[src/rtl/traffic_request_conditioner_if.sv]
// Request-side signal bundle between the request conditioner and the traffic
// light controller: raw field inputs and controller acknowledges in, latched requests out.
interface traffic_request_conditioner_if;
    logic       walk_button_raw;
    logic       sensor_raw;
    logic       walk_lamp;
    logic       side_green;
    logic       walk_button;
    logic       sensor;
    logic       wait_lamp;
    logic [3:0] walk_countdown;
    logic [7:0] served_count;

    modport slave (
        input  walk_button_raw, sensor_raw, walk_lamp, side_green,
        output walk_button, sensor, wait_lamp, walk_countdown, served_count
    );

    modport master (
        output walk_button_raw, sensor_raw, walk_lamp, side_green,
        input  walk_button, sensor, wait_lamp, walk_countdown, served_count
    );
endinterface

[src/rtl/traffic_request_conditioner.sv]
// Conditions raw pedestrian button and vehicle sensor inputs into latched requests
// held until the controller acknowledges them; also drives WAIT, walk countdown and served count.
module traffic_request_conditioner #(
    parameter int DEBOUNCE_CYCLES = 2,
    parameter int WALK_TIME       = 5
) (
    input  logic                           clk,
    input  logic                           rst_n,
    traffic_request_conditioner_if.slave   bus
);
    // Bit 0 carries the pedestrian button, bit 1 the vehicle sensor.
    logic [1:0]      raw;
    logic [1:0]      sync1_q, sync2_q;
    logic [1:0]      deb_q, deb_d;
    logic [1:0][3:0] cnt_q, cnt_d;
    logic            walk_lamp_q, side_green_q;
    logic            walk_q, walk_d;
    logic            sensor_q, sensor_d;
    logic [3:0]      countdown_q, countdown_d;
    logic [7:0]      served_q, served_d;
    logic            walk_ack, veh_ack, walk_rise;

    assign raw = {bus.sensor_raw, bus.walk_button_raw};

    // NOTE: every variable driven here gets a default first so no latch is inferred.
    always_comb begin
        deb_d = deb_q;
        cnt_d = cnt_q;
        for (int i = 0; i < 2; i++) begin
            if (sync2_q[i] != deb_q[i]) begin
                if (cnt_q[i] == 4'(DEBOUNCE_CYCLES - 1)) begin
                    deb_d[i] = sync2_q[i];
                    cnt_d[i] = '0;
                end else begin
                    cnt_d[i] = cnt_q[i] + 4'd1;
                end
            end else begin
                cnt_d[i] = '0;
            end
        end
    end

    assign walk_ack  = bus.walk_lamp & ~walk_lamp_q;
    assign veh_ack   = bus.side_green & ~side_green_q;
    assign walk_rise = deb_d[0] & ~deb_q[0];

    always_comb begin
        walk_d      = walk_q;
        sensor_d    = sensor_q;
        countdown_d = countdown_q;
        served_d    = served_q;

        // Acknowledge takes priority; a press seen while the walk lamp is lit is dropped.
        if (walk_ack)
            walk_d = 1'b0;
        else if (walk_rise && !bus.walk_lamp)
            walk_d = 1'b1;

        // A vehicle still present re-requests as soon as side green goes away.
        if (veh_ack || bus.side_green)
            sensor_d = 1'b0;
        else if (deb_q[1])
            sensor_d = 1'b1;

        if (walk_ack && walk_q && served_q != 8'hFF)
            served_d = served_q + 8'd1;

        if (!bus.walk_lamp)
            countdown_d = '0;
        else if (walk_ack)
            countdown_d = 4'(WALK_TIME);
        else if (countdown_q != '0)
            countdown_d = countdown_q - 4'd1;
    end

    // NOTE: sequential state uses non-blocking assignments so all flops update together.
    always_ff @(posedge clk or negedge rst_n) begin
        if (!rst_n) begin
            sync1_q      <= '0;
            sync2_q      <= '0;
            deb_q        <= '0;
            cnt_q        <= '0;
            walk_lamp_q  <= 1'b0;
            side_green_q <= 1'b0;
            walk_q       <= 1'b0;
            sensor_q     <= 1'b0;
            countdown_q  <= '0;
            served_q     <= '0;
        end else begin
            sync1_q      <= raw;
            sync2_q      <= sync1_q;
            deb_q        <= deb_d;
            cnt_q        <= cnt_d;
            walk_lamp_q  <= bus.walk_lamp;
            side_green_q <= bus.side_green;
            walk_q       <= walk_d;
            sensor_q     <= sensor_d;
            countdown_q  <= countdown_d;
            served_q     <= served_d;
        end
    end

    assign bus.walk_button    = walk_q;
    assign bus.wait_lamp      = walk_q;
    assign bus.sensor         = sensor_q;
    assign bus.walk_countdown = countdown_q;
    assign bus.served_count   = served_q;

endmodule

[src/flat_wrapper.sv]
// flat-port wrapper written by rule: the top's interface ports become plain ports
module traffic_request_conditioner_flat 
#(
    parameter int DEBOUNCE_CYCLES = 2,
    parameter int WALK_TIME       = 5
)
  (clk, rst_n, bus_walk_button_raw, bus_sensor_raw, bus_walk_lamp, bus_side_green, bus_walk_button, bus_sensor, bus_wait_lamp, bus_walk_countdown, bus_served_count);
  traffic_request_conditioner_if bus_i ();
  input  logic clk;
  input  logic rst_n;
  input wire logic [$bits(bus_i.walk_button_raw)-1:0] bus_walk_button_raw;
  input wire logic [$bits(bus_i.sensor_raw)-1:0] bus_sensor_raw;
  input wire logic [$bits(bus_i.walk_lamp)-1:0] bus_walk_lamp;
  input wire logic [$bits(bus_i.side_green)-1:0] bus_side_green;
  output wire logic [$bits(bus_i.walk_button)-1:0] bus_walk_button;
  output wire logic [$bits(bus_i.sensor)-1:0] bus_sensor;
  output wire logic [$bits(bus_i.wait_lamp)-1:0] bus_wait_lamp;
  output wire logic [$bits(bus_i.walk_countdown)-1:0] bus_walk_countdown;
  output wire logic [$bits(bus_i.served_count)-1:0] bus_served_count;
  assign bus_i.walk_button_raw = bus_walk_button_raw;
  assign bus_i.sensor_raw = bus_sensor_raw;
  assign bus_i.walk_lamp = bus_walk_lamp;
  assign bus_i.side_green = bus_side_green;
  assign bus_walk_button = bus_i.walk_button;
  assign bus_sensor = bus_i.sensor;
  assign bus_wait_lamp = bus_i.wait_lamp;
  assign bus_walk_countdown = bus_i.walk_countdown;
  assign bus_served_count = bus_i.served_count;
  traffic_request_conditioner #(.DEBOUNCE_CYCLES(DEBOUNCE_CYCLES), .WALK_TIME(WALK_TIME)) u_core (.clk(clk), .rst_n(rst_n), .bus(bus_i));
endmodule
[config.mk]
export PLATFORM = sky130hd
export DESIGN_NAME = traffic_request_conditioner_flat
export DESIGN_NICKNAME = d
export VERILOG_FILES = /design/src/rtl/traffic_request_conditioner_if.sv /design/src/rtl/traffic_request_conditioner.sv /design/src/flat_wrapper.sv
export SDC_FILE = /design/constraint.sdc
export NUM_CORES = 1
export LEC_CHECK = 0
export CAP_MARGIN = 20
export CORE_MARGIN = 2
export CORE_UTILIZATION = 54
export CTS_BUF_LIST = sky130_fd_sc_hd__clkbuf_4 sky130_fd_sc_hd__clkbuf_8
export DETAILED_ROUTE_END_ITERATION = 16
export GPL_TIMING_DRIVEN = 0
export PLACE_DENSITY_LB_ADDON = 0.1
export SKIP_CTS_REPAIR_TIMING = 1
export SKIP_LAST_GASP = 1
export SYNTH_ARGS = -nofsm -noshare
export SYNTH_HDL_FRONTEND = slang
export SYNTH_SLANG_ARGS = --single-unit
[constraint.sdc]
create_clock -name clk -period 1.74 [get_ports clk]
set_input_delay 0.174 -clock clk [delete_from_list [all_inputs] [get_ports clk]]
set_output_delay 0.174 -clock clk [all_outputs]
set_load 0.01 [all_outputs]
==> impl_metrics.toml <==
[sta]
slew-limit-headroom_pct = 55.6
finalHoldViolCount = 0
fin_ws_ns = 0.108
worst_slew_pin_slew_ns = 0.664
max_freq_ghz = 0.613
rsz0062_at_grt = "false"
final_min_period_over_clock_period_pct = 93.8
final.min_clock_period_ns = 1.63
finalSetupViolCount = 0
fin_skew_ns = 0.00968
setup-tns-final_ns = 0
maxSlewViolCount = 0

[setup_path]
rr_worst_depth = 4
path_cells = "buf_4, clkdlybuf4s50_1"
cp.required_ns = 1.57
worst_setup_path_end_kind = "primary output"
reg2reg_setup_slack_ns = 0.16
worst-path-buf-inv = 2
regToRegStartpoint = "u_core.bus.served_count[0]"
cpMaxStageDelayCell = "sky130_fd_sc_hd__clkdlybuf4s50_1"
critical_path_s_top_delay_family = "buffers and inverters"
cpPeakStageDelay_ns = 0.52
worstSetupStartpointType = "register"
path_class = "register to primary output"
r2r-end = "u_core.bus.served_count[6]"
crit_arrival_ns = 1.46
critical_path_peak_fanout = 6

[cells_and_area]
final-instance-count-excl-fill = 175
num-fill-cells = 189
num_antenna_cells = 0
nNetsFinal = 158
layout-drive-gt1-share_pct = 13.1
final_core_utilization_pct = 68.8
synthToLayoutAreaGrowth_pct = 24.3

[cts]
cts.root.buffer_cell = "sky130_fd_sc_hd__clkbuf_4"
numClockSinks = 29
cts_tree = "built"
max-clock-path-buffers = 2
cts-buffers-inserted = 5
cts.clk_slew.worst_paths_ns = 0.09
h-tree-depth = 2
clock_latency_ns = 0.31

[die]
design.core.area_mm2 = 0.00241
die_y_um = 53.7
dieArea_mm2 = 0.00289
initial_core_util_pct = 55.4
count_of_pins_on_the_block_boundary = 21
die_width_um = 53.7
floorplan.rows = 18

[route]
route.detailed.vias_per_inst = 5.23
routed_wl_mm = 2.15
drtAntennaViolNets = 0
number_of_iterations_in_the_first_detailed_routing_pass = 4
via_count = 916
drc_errors = 0
drt_iter0_drc = 8
drt-wirelength-per-cell_um = 12.3

[synthesis]
synthCells = 117
post_synth_main_area_contributors = "sky130_fd_sc_hd__dfrtp_1 54%, sky130_fd_sc_hd__ha_1 6.6%, sky130_fd_sc_hd__mux2_2 4.2%"
synth.distinct_cells = 31
yosysTopAreaCell = "sky130_fd_sc_hd__dfrtp_1"
ys.warnings.count = 0
post_synthesis_net_count = 130
netlist.area_leader.share_pct = 54.4
ys_seq_elements = 29
syn_avg_cell_area_um2 = 11.4
mappedNetlistArea_mm2 = 0.00134
seq_area_frac_synth_pct = 54.4

[global_routing]
first_global_vias = 868
grt_antenna_before_repair = 0
maximum_number_of_pins_on_one_net_before_global_route_repair = 18
grt_first_pass_wirelength_mm = 3.71
overflow = 0
grtUsageTotal_pct = 18.3

[placement]
dp.final_hpwl_mm = 1.57
post-place-ws_ns = 0.0328
placed_cells = 168
gpl.final_weighted_congestion = 0.746
place.port_buffers = 20

[power]
p_leak_nw = 0.739
worst_ir_drop_vdd_mv = 1.08
power_density_mw_per_mm2 = 1290

[job]
maxCapViolations = 0

[min_path]
min-delay-path-class = "input pin to asynchronous set/reset pin"

[status]
outcome = "finished, final reports clean"
sequential cells by signal, summed over array words and instances, names as in the netlist:
signal and count:
u_core.bus.sensor 1, u_core.bus.served_count 8, u_core.bus.wait_lamp 1, u_core.bus.walk_countdown 4, u_core.cnt_q 8, u_core.deb_q 2
u_core.sync1_q 2, u_core.sync2_q 2, u_core.walk_lamp_q 1
cells in the final DEF (no fill, tap or decap), types with 2 or more instances in the layout:
cell type,n
sky130_fd_sc_hd__a211oi_1,2
sky130_fd_sc_hd__ha_1,7
sky130_fd_sc_hd__o21ai_0,3
sky130_fd_sc_hd__a21oi_1,3
sky130_fd_sc_hd__xnor2_1,6
sky130_fd_sc_hd__nor2_1,14
sky130_fd_sc_hd__mux2_2,5
sky130_fd_sc_hd__nor3_1,3
sky130_fd_sc_hd__nand3_1,7
sky130_fd_sc_hd__nand2b_1,3
sky130_fd_sc_hd__xor2_1,3
sky130_fd_sc_hd__inv_1,5
sky130_fd_sc_hd__nand2_1,10
sky130_fd_sc_hd__dfrtp_1,29
sky130_fd_sc_hd__clkbuf_4,6
sky130_fd_sc_hd__clkdlybuf4s50_1,20
where the power goes:
group	leakage (nW)	switching, W	total [W]	internal (W)
Clock	0.0348	0.000214	0.000420	0.000206
Sequential	0.373	0.000191	0.00102	0.000827
Combinational	0.332	0.000307	0.000699	0.000392
logic make-up after synthesis:
family	synth area share, %
muxes	6.09
xor gates and xnor gates	5.90
DFF	54.4
AOI/OAI and AO/OA	6.37
buffers and inverters	1.97
and+or+nand+nor	18.7
adders and majority gates	6.56
per-stage QoR:
step	hold slack [ns]	total power, W	area [um^2]
after floorplan	-0.122	0.00142	1340
after global placement	0.335	0.00170	1570
after detailed placement	0.338	0.00174	1600
after CTS	0.273	0.00216	1660
after global routing	0.294	0.00230	1660
final	0.260	0.00214	1660
layout make-up:
type                            instances  area (um^2)  share of cell area [%]
Buffer                                  1         7.51                   0.452
Timing Repair Buffer                   21          228                    13.7
Multi-Input combinational cell         82          583                    35.1
Inverter                                5         18.8                    1.13
Clock buffer                            7         58.8                    3.54
Tap cell                               30         37.5                    2.26
Sequential cell                        29          726                    43.7
worst max-delay path by stage:
| stage | from | to | slack [ns] | cells past startpoint |
|---|---|---|---|---|
| after floorplan | u_core.bus.served_count[0] | u_core.bus.served_count[6] | 0.25 | 4 |
| after global placement | rst_n | u_core.bus.served_count[4] | 0.03 | 1 |
| after detailed placement | bus_walk_lamp | u_core.bus.served_count[7] | 0.03 | 4 |
| after CTS | u_core.bus.wait_lamp | bus_walk_button | 0.09 | 2 |
| after global routing | u_core.bus.served_count[0] | u_core.bus.served_count[6] | 0.02 | 4 |
| final | u_core.bus.wait_lamp | bus_walk_button | 0.11 | 2 |
layer usage:
metal / up-vias / GRT usage [%] / part of all wire (%)
li1: 460 / - / -
met1: 434 / 24.5 / 49
met2: 17 / 27.2 / 45
met3: 5 / 5.28 / 4.4
met4: 0 / 8.97 / 1.5
met5: - / 0 / 0
synthesized netlist by cell type:
library cell and number:
sky130_fd_sc_hd__nor3b_1 1, sky130_fd_sc_hd__nand2_1 10, sky130_fd_sc_hd__mux2_2 5, sky130_fd_sc_hd__dfrtp_1 29
sky130_fd_sc_hd__nand3b_4 1, sky130_fd_sc_hd__nand3_1 7, sky130_fd_sc_hd__mux2_4 1, sky130_fd_sc_hd__a21oi_1 3
sky130_fd_sc_hd__nor3b_2 1, sky130_fd_sc_hd__a21boi_0 1, sky130_fd_sc_hd__and4_4 1, sky130_fd_sc_hd__mux2i_1 1
sky130_fd_sc_hd__and3b_1 1, sky130_fd_sc_hd__nor4_2 1, sky130_fd_sc_hd__nand2b_1 3, sky130_fd_sc_hd__xnor2_1 6
sky130_fd_sc_hd__a41o_1 1, sky130_fd_sc_hd__o21ai_0 3, sky130_fd_sc_hd__a211oi_1 2, sky130_fd_sc_hd__buf_4 1
sky130_fd_sc_hd__a21o_1 1, sky130_fd_sc_hd__and2_1 1, sky130_fd_sc_hd__inv_1 5, sky130_fd_sc_hd__a31oi_1 1
sky130_fd_sc_hd__nor2b_1 1, sky130_fd_sc_hd__ha_1 7, sky130_fd_sc_hd__and3_1 1, sky130_fd_sc_hd__nor3_1 3
sky130_fd_sc_hd__a41oi_1 1, sky130_fd_sc_hd__xor2_1 3, sky130_fd_sc_hd__nor2_1 14
Power figures use the tool's default switching activity.
